`src/rtl/fir_decimator_pkg.sv`:
```
// rtl/fir_decimator_pkg.sv - shared types and helpers for the FIR decimator
package fir_decimator_pkg;

  typedef enum logic [1:0] {
    WAIT_TICK = 2'd0,
    DELAY     = 2'd1,
    CAPTURE   = 2'd2
  } state_t;

  localparam int DEFAULT_BITS = 16;

  typedef logic signed [DEFAULT_BITS-1:0] sample_t;

  // Counter width able to hold 0..n-1, never narrower than one bit
  function automatic int min_width(input int n);
    return (n > 1) ? $clog2(n) : 1;
  endfunction

endpackage

```
`src/rtl/fir_decimator_fifo.sv`:
```
// rtl/fir_decimator_fifo.sv - first-word fall-through FIFO with registered head
module sync_fifo_fwft #(
  parameter  int WIDTH = 16,
  parameter  int DEPTH = 8,
  localparam int CW    = $clog2(DEPTH + 1)
) (
  input  logic             clk_i,
  input  logic             rst_ni,
  input  logic             push_i,
  input  logic [WIDTH-1:0] data_i,
  input  logic             pop_i,
  input  logic             clear_i,
  output logic [WIDTH-1:0] data_o,
  output logic             valid_o,
  output logic             drop_o,
  output logic [CW-1:0]    count_o
);

  localparam int AW = $clog2(DEPTH);

  logic [WIDTH-1:0] mem_q [DEPTH];
  logic [AW:0]      wr_q, rd_q, wr_d, rd_d;
  logic [AW:0]      cnt;
  logic [WIDTH-1:0] data_q, head_val;
  logic             empty, full, do_pop, do_push;

  assign cnt     = wr_q - rd_q;
  assign empty   = (cnt == '0);
  assign full    = (cnt == (AW+1)'(DEPTH));
  assign do_pop  = pop_i & ~empty;
  // a full FIFO still accepts a push when the head leaves in the same cycle
  assign do_push = push_i & (~full | do_pop);
  assign drop_o  = push_i & full & ~do_pop;

  assign valid_o = ~empty;
  assign count_o = CW'(cnt);
  assign data_o  = data_q;

  // Pointer next-state; clear returns both pointers to zero
  always_comb begin
    wr_d = wr_q;
    rd_d = rd_q;
    if (clear_i) begin
      wr_d = '0;
      rd_d = '0;
    end else begin
      if (do_push) wr_d = wr_q + 1'b1;
      if (do_pop)  rd_d = rd_q + 1'b1;
    end
  end

  // Next head: forward the incoming word when it lands in the head slot
  always_comb begin
    head_val = mem_q[rd_d[AW-1:0]];
    if (do_push && (wr_q[AW-1:0] == rd_d[AW-1:0])) head_val = data_i;
  end

  // Storage array, written only on an accepted push
  always_ff @(posedge clk_i) begin
    if (do_push && !clear_i) mem_q[wr_q[AW-1:0]] <= data_i;
  end

  // Pointers and registered head; head holds its last value when empty
  always_ff @(posedge clk_i or negedge rst_ni) begin
    if (!rst_ni) begin
      wr_q   <= '0;
      rd_q   <= '0;
      data_q <= '0;
    end else begin
      wr_q <= wr_d;
      rd_q <= rd_d;
      if (!clear_i && (wr_d != rd_d)) data_q <= head_val;
    end
  end

endmodule

```
`src/rtl/fir_decimator.sv`:
```
// rtl/fir_decimator.sv - delayed capture, decimation and buffering of FIR output
module fir_decimator
  import fir_decimator_pkg::*;
#(
  parameter  int num_of_bits_io = 16,
  parameter  int CAPTURE_DELAY  = 5,
  parameter  int DECIMATION     = 4,
  parameter  int FIFO_DEPTH     = 8,
  localparam int CW             = $clog2(FIFO_DEPTH + 1)
) (
  input  logic                      clk_i,
  input  logic                      rst_ni,
  input  logic                      tick_i,
  input  logic [num_of_bits_io-1:0] signal_i,
  input  logic                      clear_i,
  output logic [num_of_bits_io-1:0] data_o,
  output logic                      valid_o,
  input  logic                      ready_i,
  output logic [CW-1:0]             count_o,
  output logic                      overflow_o
);

  localparam int DW   = min_width(CAPTURE_DELAY);
  localparam int PH_W = min_width(DECIMATION);

  state_t          state_q;
  logic [DW-1:0]   delay_q;
  logic [PH_W-1:0] phase_q;
  logic            overflow_q;
  logic            push_req, pop_req, fifo_drop;

  assign push_req   = (state_q == CAPTURE) && (phase_q == '0) && !clear_i;
  assign pop_req    = valid_o & ready_i;
  assign overflow_o = overflow_q;

  // Tick-to-capture sequencer; the counter reaches zero as CAPTURE is entered
  always_ff @(posedge clk_i or negedge rst_ni) begin
    if (!rst_ni) begin
      state_q <= WAIT_TICK;
      delay_q <= '0;
    end else begin
      case (state_q)
        WAIT_TICK: begin
          if (tick_i) begin
            delay_q <= DW'(CAPTURE_DELAY - 1);
            if (CAPTURE_DELAY == 1) state_q <= CAPTURE;
            else                    state_q <= DELAY;
          end
        end
        DELAY: begin
          delay_q <= delay_q - 1'b1;
          if (delay_q == DW'(1)) state_q <= CAPTURE;
        end
        CAPTURE: state_q <= WAIT_TICK;
        default: state_q <= WAIT_TICK;
      endcase
    end
  end

  // Decimation phase and sticky overflow; clear wins over both
  always_ff @(posedge clk_i or negedge rst_ni) begin
    if (!rst_ni) begin
      phase_q    <= '0;
      overflow_q <= 1'b0;
    end else if (clear_i) begin
      phase_q    <= '0;
      overflow_q <= 1'b0;
    end else begin
      if (state_q == CAPTURE) begin
        if (phase_q == PH_W'(DECIMATION - 1)) phase_q <= '0;
        else                                  phase_q <= phase_q + 1'b1;
      end
      if (fifo_drop) overflow_q <= 1'b1;
    end
  end

  sync_fifo_fwft #(
    .WIDTH (num_of_bits_io),
    .DEPTH (FIFO_DEPTH)
  ) u_fifo (
    .clk_i   (clk_i),
    .rst_ni  (rst_ni),
    .push_i  (push_req),
    .data_i  (signal_i),
    .pop_i   (pop_req),
    .clear_i (clear_i),
    .data_o  (data_o),
    .valid_o (valid_o),
    .drop_o  (fifo_drop),
    .count_o (count_o)
  );

endmodule

```
`config.mk`:
```
export PLATFORM = sky130hd
export DESIGN_NAME = fir_decimator
export DESIGN_NICKNAME = d
export VERILOG_FILES = /design/src/rtl/fir_decimator_pkg.sv /design/src/rtl/fir_decimator_fifo.sv /design/src/rtl/fir_decimator.sv
export SDC_FILE = /design/constraint.sdc
export NUM_CORES = 1
export LEC_CHECK = 0
export BUFFER_PORTS_ARGS = -buffer_cell sky130_fd_sc_hd__buf_2
export CAP_MARGIN = 20
export CORE_MARGIN = 2
export CORE_UTILIZATION = 45
export DETAILED_ROUTE_END_ITERATION = 6
export PLACE_DENSITY_LB_ADDON = 0.08
export SETUP_SLACK_MARGIN = 0.15
export SYNTH_ARGS = -nofsm -noshare
export SYNTH_HDL_FRONTEND = slang
export SYNTH_SLANG_ARGS = --single-unit
```
`constraint.sdc`:
```
create_clock -name clk_i -period 4.2 [get_ports clk_i]
set_input_delay 0 -clock clk_i [delete_from_list [all_inputs] [get_ports clk_i]]
set_output_delay 0 -clock clk_i [all_outputs]
set_load 0.05 [all_outputs]
```
======== Yosys cells after proc, flatten, opt, wreduce, memory -nomap -nowiden ========
Memory sizes are Yosys's and may differ from the RTL's. A register that Yosys moved wholly into a read port is not among the register bits.
Cells that the tools add are included.
storage, ports and cells
  bits in latches ......................... 0
  RAM bits ................................ 128
  ROM bits ................................ 0
  register bits after elaboration ......... 16
  memories ................................ 1
  word-level logic and storage cells ...... 59
memory list
  memory        depth  width  read ports  clocked after Yosys merged registers in  wr ports  RTL line                  RTL
  u_fifo.mem_q  8      16     1           1                                        1         fir_decimator_fifo.sv:21  logic [WIDTH-1:0] mem_q [DEPTH];
cells by class
  reductions and logical operators ........ 14
  divide/modulo/power cells ............... 0
  bitwise gates (word level) .............. 9
  $add $sub $neg .......................... 5
  shift operators ......................... 0
  equality and inequality tests ........... 8
  magnitude comparators ................... 0
  mux-type cells .......................... 16
  $mul .................................... 0
operators by type and width
  kind                 count
  $mux 4               4
  $mux 2               5
  $add 4x1->4 const B  2
  $pmux 3 s2           1
  $reduce_bool 2->1    3
  $and 1x1->1          5
  $eq 2x2->1 const B   2
  $eq 4x4->1 const B   1
  $logic_and 1x1->1    4
  $logic_not 2->1      2
  $logic_not 4->1      1
  $mux 1               4
  $ne 2x2->1 const B   2
  $ne 4x4->1           1
  $pmux 2 s2           1
  $reduce_and 2->1     2
  $sub 4x4->4          1
  $eq 3x1->1 const B   1
  $mux 3               1
  $not 1->1            3
  $sub 3x1->3 const B  1
  $add 2x1->2 const B  1
  $eq 2x1->1 const B   1
  $logic_not 1->1      2
  $or 1x1->1           1

======== Depth between registers and ports, before layout ========
Gate-level depths: netlist of the first run.
  depth in word-level cells ............... 11
  depth in mapped cells ................... 14
  gate-level depth less buffers ........... 13

======== Hierarchy ========
Synthesis of the first run repeated with hierarchy kept, for this count alone.
second synthesis, totals
  cell total of the unflattened synthesis .. 543
  area, all modules ....................... 7,767.4 sq um
by module, submodules not included
  module          area an instance (sq um)  instances  cells each
  sync_fifo_fwft  7,362.1                   1          505
  fir_decimator   405.4                     1          38

======== Worst setup path after synthesis of the first run ========
OpenSTA, ideal clock, no wires.
  kind .................................... register to register
  from .................................... register u_fifo.wr_q[0]
  to ...................................... memory u_fifo.mem_q[0][0] (enable)
  slack ................................... -295 ps
  stages on the path, launching flop included .. 10
  arrival ................................. 4,065 ps
  library setup time ...................... 430 ps
  path buffers ............................ 0
  period minus slack after synthesis ...... 4,495 ps
  cell sequence ........................... dfrtp_1 -> inv_1 -> ha_1 -> inv_1 -> fa_1 -> xor2_1 -> or3_1 -> a21o_1 -> nand2_1 -> nor4_1
between the ends
  word-level cells in the longest chain between the ends .. 10
ends and longest elaborated chain
  item                              RTL line                                            RTL
  start: declaration                fir_decimator_fifo.sv:22                            logic [AW:0] wr_q, rd_q, wr_d, rd_d;
  start signal: assignment          fir_decimator_fifo.sv:70                            wr_q <= wr_d;
  $sub 4x4->4 (*)                   fir_decimator_fifo.sv:27                            assign cnt = wr_q - rd_q;
  net count_o[2]                    fir_decimator.sv:19                                 output logic [CW-1:0] count_o,
  $logic_not 4->1                   fir_decimator_fifo.sv:28                            assign empty = (cnt == '0);
  $not 1->1                         fir_decimator_fifo.sv:30, fir_decimator_fifo.sv:35
  $and 1x1->1                       fir_decimator.sv:33                                 assign pop_req = valid_o & ready_i;
  $and 1x1->1                       fir_decimator_fifo.sv:30                            assign do_pop = pop_i & ~empty;
  $or 1x1->1 (*)                    fir_decimator_fifo.sv:32                            assign do_push = push_i & (~full | do_pop);
  $and 1x1->1 (*)                   fir_decimator_fifo.sv:32
  $logic_and 1x1->1 (*)             fir_decimator_fifo.sv:60                            if (do_push && !clear_i) mem_q[wr_q[AW-1:0]] <= data_i;
  $mux 1 (*)                        fir_decimator_fifo.sv:60
  $mux 1 (not written as such) (*)  fir_decimator_fifo.sv:60
  end: declaration                  fir_decimator_fifo.sv:21
The timed path passes the listed nets; every way through them passes the cells marked *.

======== Final worst setup path of the first run ========
  from .................................... register u_fifo.wr_q[0]
  to ...................................... register u_fifo.data_q[3] (netlist: u_fifo.data_o[3]), read port of u_fifo.mem_q
between the ends
  word-level cells in the longest chain between the ends .. 11
ends and longest elaborated chain
  item               RTL line                                            RTL
  $sub 4x4->4        fir_decimator_fifo.sv:27
  $logic_not 4->1    fir_decimator_fifo.sv:28
  $not 1->1          fir_decimator_fifo.sv:30, fir_decimator_fifo.sv:35
  $and 1x1->1        fir_decimator.sv:33
  $and 1x1->1        fir_decimator_fifo.sv:30
  $or 1x1->1         fir_decimator_fifo.sv:32
  $and 1x1->1        fir_decimator_fifo.sv:32
  $mux 4             fir_decimator_fifo.sv:47                            if (do_push) wr_d = wr_q + 1'b1;
  $mux 4             fir_decimator_fifo.sv:43                            if (clear_i) begin
  $ne 4x4->1         fir_decimator_fifo.sv:72                            if (!clear_i && (wr_d != rd_d)) data_q <= head_val;
  $logic_and 1x1->1  fir_decimator_fifo.sv:72
  end: declaration   fir_decimator_fifo.sv:24                            logic [WIDTH-1:0] data_q, head_val;
Several ways; a longest one is shown, not always the timed one.
A chain may end at the register's enable or synchronous reset.

==> summary.txt, run 1 <==
Achievable Freq: 279 MHz
Worst-case clock skew: 0.00537 ns
Seq/Total Area, Yosys: 66.1%
Number of distinct library cells after synthesis: 56
Worst-Skew Late Latency: 0.43 ns
Core area: 0.0152 mm2
Sw Share: 38.7%
CP arrival: 3.92 ns
CTS tree: yes
Worst Setup Path Type: flip-flop to flip-flop
Mean Syn Cell Area: 13.0 um2
Clock share of power: 28.3%
Switching power: 2170 uW
Clk root buf: clkbuf_16
Filler cell count: 1305
Post-synthesis register bit count: 160
Slew Limit Fails: 0
Area grow syn2layout: 19.0%
CTS clk-pin slew, worst paths: 0.06 ns
Top cell type's share of synthesized area: 54.7%
CP required: 4.54 ns
Largest net degree at the start of global routing: 34
Critical Path Start Type: flip-flop
CTS max path bufs: 2
Worst vdd ir: 397 uV
Total GRT Usage: 21.7%
Worst hold stages: 2
DR pass1 iterations: 5
Initial antenna violation count: 0
Syn Inst Count: 541
CP Capture Type: flip-flop
ANT nets after route: 0
Initial core utilization: 46.2%
I/O Buffers: 42
Final worst slack: 0.614 ns
Hold Fails Final Rpt: 0
Combinational share of power: 37.6%
Fraction of layout cells with a size suffix above 1: 18.9%
Syn Std Cell Area: 0.00702 mm2
Crit-path max cell delay: 0.48 ns
# nets final: 648
Wl on met1: 8070 um
Placement Rows: 45
Hold crit path type: input port to flip-flop
Ys Warns: 0
Endpoints failing setup: 0
Total chip power: 5610 uW
Clock sink count: 160
Unrepaired setup endpoints after global routing: no
Fin Setup TNS: 0 ns
# diodes: 0
DP Worst Slack: 0.616 ns
Vias per inst: 5.74
Die area: 0.0166 mm2
Initial drt markers: 379
Max Cap Viol: 0
Vias in the first global route: 4618
CTS buffer count: 17
Uppermost routed layer: met4
Overflow after GRT: 0
Post-synth EDFFs: 128
First-pass GRT wire length: 26200 um
Leak Pwr: 0.00314 uW
Total Wirelength: 17100 um
PD cells: 671 mW/mm2
Met2 wire length: 8010 um
Design Area, Final: 0.00836 mm2
Met3 Routed Length: 677 um
Total internal power: 3440 uW
Top post-synthesis cells by area: edfxtp_1 55%, dfrtp_1 11%, a32oi_1 5.9%, nand2_1 4.9%, mux2i_1 2.7%
Reg2reg path depth: 13
GP Congestion: 0.827
Ys async rst share: 20.0%
Prevailing post-synth register cell: edfxtp_1
Dpl cell area: 0.00757 mm2
Tcrit/Tclk final: 85.4%
Synth top cells by count: 128 x edfxtp_1, 91 x nand2_1, 47 x a32oi_1
Hpwl dp: 10100 um
Routed wire per std cell: 20.9 um
Width of the die: 129 um
Leading area contributor after synthesis: edfxtp_1
CP cell instances: inv_1 > ha_1 > inv_1 > fa_1 > xor2_1 > nor2_1 > a31o_4 > xnor2_4 > buf_4 > nand2_1 > a32oi_1 > nand3_1 > a32oi_1
Die Y: 129 um
DRC errors left: 0
I/O pin cnt: 43
Sequential power share: 34.1%
CP max-delay cell: dfrtp_1
Vias: 4697
Critical Path Fanout Max: 31
Most frequently used cell type in the post-synthesis netlist: edfxtp_1
Clock period minus worst slack: 3.59 ns
H-tree levels: 4
Status: finished clean
Slew @ Worst Pin: 0.836 ns
Max-slew headroom: 44.3%
Syn Nets: 571
[state kept, by name (all words and copies together) (netlist names)]
name,count
state_q,2
u_fifo.wr_q,4
u_fifo.mem_q,128
phase_q,2
overflow_o,1
u_fifo.data_o,16
u_fifo.rd_q,4
delay_q,3
[layer usage]
layer	up-vias	GRT usage [%]
met4	0	7.42
met1	2370	29.6
li1	2198	-
met3	22	4.57
met2	107	35.0
met5	-	0
[through the flow]
stage / instances / hold WS (ns) / util [%]
after floorplan: 541 / -0.296 / -
after global placement: 769 / 0.145 / 49.8
after detailed placement: 769 / 0.163 / 49.8
after CTS: 819 / 0.109 / 55.0
after global routing: 819 / 0.153 / 55.0
final: 819 / 0.139 / 55.0
[power by group through the flow]
stage                     clock, uW  combinational [uW]  sequential, uW
after global routing           1690                2270            1920
after floorplan                   0                1300            2180
final                          1590                2110            1910
after CTS                      1610                2120            1910
after detailed placement          0                2100            1940
after global placement            0                2050            1940
[path summary, 6_finish.rpt]
kind / slack [ns] / start / end
max: 0.61 / u_fifo.wr_q[0] / u_fifo.data_o[3]
min: 0.14 / clear_i / phase_q[1]
max reg2reg: 0.61 / u_fifo.wr_q[0] / u_fifo.data_o[3]
min reg2reg: 0.50 / delay_q[1] / delay_q[1]
max in group asynchronous: 3.46 / rst_ni / u_fifo.data_o[3]
min in group asynchronous: 0.21 / rst_ni / delay_q[2]
[worst max-delay path: cells and delay by family (launching register included)]
kind                     cells  cell delay (ns)
AND/OR/NAND/NOR              3             0.70
buffers and inverters        3             0.65
adder cells (fa/ha/maj)      2             0.55
XOR/XNOR                     2             0.32
AO/OA/AOI/OAI                3             0.76
flip-flops                   1             0.48
[cells in the final DEF (no fill, tap or decap), types with 14 or more instances in the layout]
master,instances
dfrtp_1,32
a21oi_1,37
edfxtp_1,128
mux2i_1,19
buf_4,23
inv_1,30
nand2_1,91
nand3_1,19
a32oi_1,47
nor2_1,14
clkbuf_16,17
buf_2,42
dlygate4sd3_1,18
[cell type report]
| cell class | count | area (um2) | area share [%] |
|---|---|---|---|
| inverter | 31 | 116 | 1.39 |
| clock buffer | 17 | 425 | 5.09 |
| tap | 188 | 235 | 2.81 |
| clock inverter | 15 | 184 | 2.20 |
| timing repair buffer | 84 | 583 | 6.98 |
| sequential | 160 | 4640 | 55.6 |
| multi-input combinational | 324 | 2170 | 26.0 |
[timing repair]
item | CTS | global route
gates resized for setup | 0 | 0
endpoints found under the hold margin | 176 | 0
setup buffers | 0 | 0
hold buffers | 18 | 0
[cells by family (layout without fill, tap and decap cells)]
family / count (synthesis) / in the layout / share of synthesized area, %
AOI/OAI and AO/OA: 116 / 116 / 12.6
xor gates and xnor gates: 15 / 15 / 2.08
adders and majority gates: 9 / 9 / 1.71
buffers and inverters: 57 / 147 / 3.65
DFF: 160 / 160 / 66.1
muxes: 20 / 20 / 2.87
and+or+nand+nor: 164 / 164 / 11.0
No activity file was read; power rests on OpenSTA's default activity.
==> inputs of run 2 (changes only) <==
--- a/config.mk
+++ b/config.mk
@@ -10,7 +10,7 @@
 export CORE_MARGIN = 2
 export CORE_UTILIZATION = 45
 export DETAILED_ROUTE_END_ITERATION = 6
-export PLACE_DENSITY_LB_ADDON = 0.08
+export PLACE_DENSITY = 0.64
 export SETUP_SLACK_MARGIN = 0.15
 export SYNTH_ARGS = -nofsm -noshare
 export SYNTH_HDL_FRONTEND = slang
==> run 2 against run 1 <==
Compared with the run above: clock power about the same; largest power group unchanged; first-iteration DRC count up 10%; combinational power hardly changed; power shrank 0.66%; routed wire length shrank 0.49%; worst hold slack improved by 0.031 ns; global-route usage barely moved; fmax is 2.2% lower; sequential share of layout area is essentially flat; non-clock buffer count is 2 higher; flip-flop and latch count did not move; critical path type unchanged; critical path depth fell by 3.
==> summary.txt, run 2 (synthesis gave the netlist of run 1 again) <==
Status: finished clean
Max-slew headroom: 42.0% (-2.3 points)
Fraction of layout cells with a size suffix above 1: 18.8% (-0.060 points)
Tcrit/Tclk final: 87.3% (+1.9 points)
CTS clk-pin slew, worst paths: 0.06 ns (about the same)
DR pass1 iterations: 5 (unchanged)
Worst Setup Path Type: flip-flop to flip-flop
H-tree levels: 4 (unchanged)
Clk root buf: clkbuf_16
Slew Limit Fails: 0 (unchanged)
Worst vdd ir: 431 uV (+8.8%)
Worst setup endpoint: u_fifo.data_o[11]
Filler cell count: 1288 (-1.3%)
Unrepaired setup endpoints after global routing: no
CTS buffer count: 17 (unchanged)
Met2 Use GR: 36.9% (+1.8 points)
Total GRT Usage: 21.8% (+0.041 points)
Most common cell after layout, fill and taps aside: edfxtp_1
Clock period minus worst slack: 3.67 ns (+0.0807 ns)
Leak Pwr: 0.00315 uW (+0.42%)
Worst hold stages: 2 (unchanged)
Endpoints failing setup: 0 (unchanged)
CP required: 4.49 ns (-0.05 ns)
Die area: 0.0166 mm2 (unchanged)
Vias: 4770 (+1.6%)
FF-to-FF Start: u_fifo.rd_q[2]
# nets final: 650 (+0.31%)
Vias in the first global route: 4851 (+5.0%)
PD cells: 667 mW/mm2 (-0.58%)
Worst-Skew Late Latency: 0.42 ns (about the same)
Die Y: 129 um (unchanged)
ANT nets after route: 0 (unchanged)
Number of flip-flops under the largest register name: 128 (unchanged)
Post-CTS Setup Inserts: 0 (unchanged)
Initial drt markers: 418 (+10%)
Clock sink count: 160 (unchanged)
DP Worst Slack: 0.549 ns (-0.0670 ns)
DRC errors left: 0 (unchanged)
Slew @ Worst Pin: 0.871 ns (+0.0345 ns)
Final worst slack: 0.533 ns (-0.0807 ns)
Worst-case clock skew: 0.0115 ns (+0.00610 ns)
Initial antenna violation count: 0 (unchanged)
I/O Buffers: 42 (unchanged)
CP arrival: 3.95 ns (+0.03 ns)
Top Usage Layer GRT: met2
First-pass GRT wire length: 26400 um (+0.69%)
Overflow after GRT: 0 (unchanged)
Hold Fails Final Rpt: 0 (unchanged)
Reg2reg path depth: 10 (-3)
CTS max path bufs: 2 (unchanged)
CTS tree: yes
Core area: 0.0152 mm2 (unchanged)
Hold crit path type: input port to flip-flop
Setup crit start: u_fifo.rd_q[2]
Highest-count cells in the layout ignoring fill and taps: 128 x edfxtp_1, 91 x nand2_1, 47 x a32oi_1, 42 x buf_2, 37 x a21oi_1
Critical Path Start Type: flip-flop
Max Cap Viol: 0 (unchanged)
Routed wire per std cell: 20.7 um (-0.73%)
Register area: 0.00464 mm2 (unchanged)
Worst r2r dst: u_fifo.data_o[11]
Multi-input combinational cell area: 0.00217 mm2 (unchanged)
Fin Setup TNS: 0 ns (unchanged)
GP Congestion: 0.817 (-1.2%)
Met3 Resource Use GR: 5.32% (+0.75 points)
Hpwl dp: 10100 um (+0.13%)
Vias per inst: 5.81 (+1.3%)
CP Capture Type: flip-flop
Critical Path Fanout Max: 16 (-48%)
Largest net degree at the start of global routing: 34 (unchanged)
Total Wirelength: 17000 um (-0.49%)
Area grow syn2layout: 18.9% (about the same)
# diodes: 0 (unchanged)
Width of the die: 129 um (unchanged)
I/O pin cnt: 43 (unchanged)
R2r setup slk: 0.53 ns (-0.08 ns)
Achievable Freq: 273 MHz (-2.2%)
Met1 global-route usage: 26.8% (-2.8 points)
Initial core utilization: 46.2% (unchanged)
Placement Rows: 45 (unchanged)
==> run 2: per-layer routing <==
metal	vias to the layer above	wire length, um
met1	2376	7050
met3	22	986
met4	0	294
met2	175	8670
li1	2197	-
met5	-	0
==> run 2: per-stage QoR <==
step	utilization [%]	instances	hold slack (ns)	area [um2]	power, uW
floorplan	-	541	-0.296	7050	3480
global placement	49.8	771	0.153	7570	3950
detailed placement	49.8	771	0.161	7570	4010
CTS	54.9	821	0.147	8350	5590
global route	54.9	821	0.162	8350	5830
finish	54.9	821	0.170	8350	5570
==> run 2: worst min-delay path by stage <==
stage	start	endpoint	slack [ns]
after global placement	rst_ni	delay_q[1]	0.15
after floorplan	rst_ni	delay_q[0]	-0.30
after global routing	clear_i	phase_q[0]	0.16
final	clear_i	phase_q[1]	0.17
after detailed placement	rst_ni	delay_q[1]	0.16
after CTS	clear_i	phase_q[1]	0.15
==> run 2: cell type report <==
cell class                      instances  share of cell area (%)
Multi-Input combinational cell        324                    26.0
Clock inverter                          8                    1.54
Inverter                               31                    1.39
Timing Repair Buffer                   86                    7.01
Tap cell                              188                    2.82
Sequential cell                       160                    55.6
Clock buffer                           24                    5.65
==> run 2: worst max-delay path, stage by stage, from the launching register on <==
cell and delay [ns]:
dfrtp_1 0.46, inv_1 0.13, ha_1 0.36, and3b_1 0.23
or3_1 0.56, a31oi_1 0.30, mux2i_1 0.40, xor2_1 0.29
nand3_2 0.44, nand4_1 0.24, a32oi_1 0.11
==> run 2: repair_timing <==
action,CTS,global route
hold buffers,18,0
gates resized for setup,0,0
hold endpoints to repair,175,0
==> run 2: where the power goes <==
group          leakage, uW  switching, uW  internal (uW)
Sequential         0.00154           79.1           1830
Clock             0.000289            595            971
Combinational      0.00132           1430            667
Total              0.00315           2100           3460
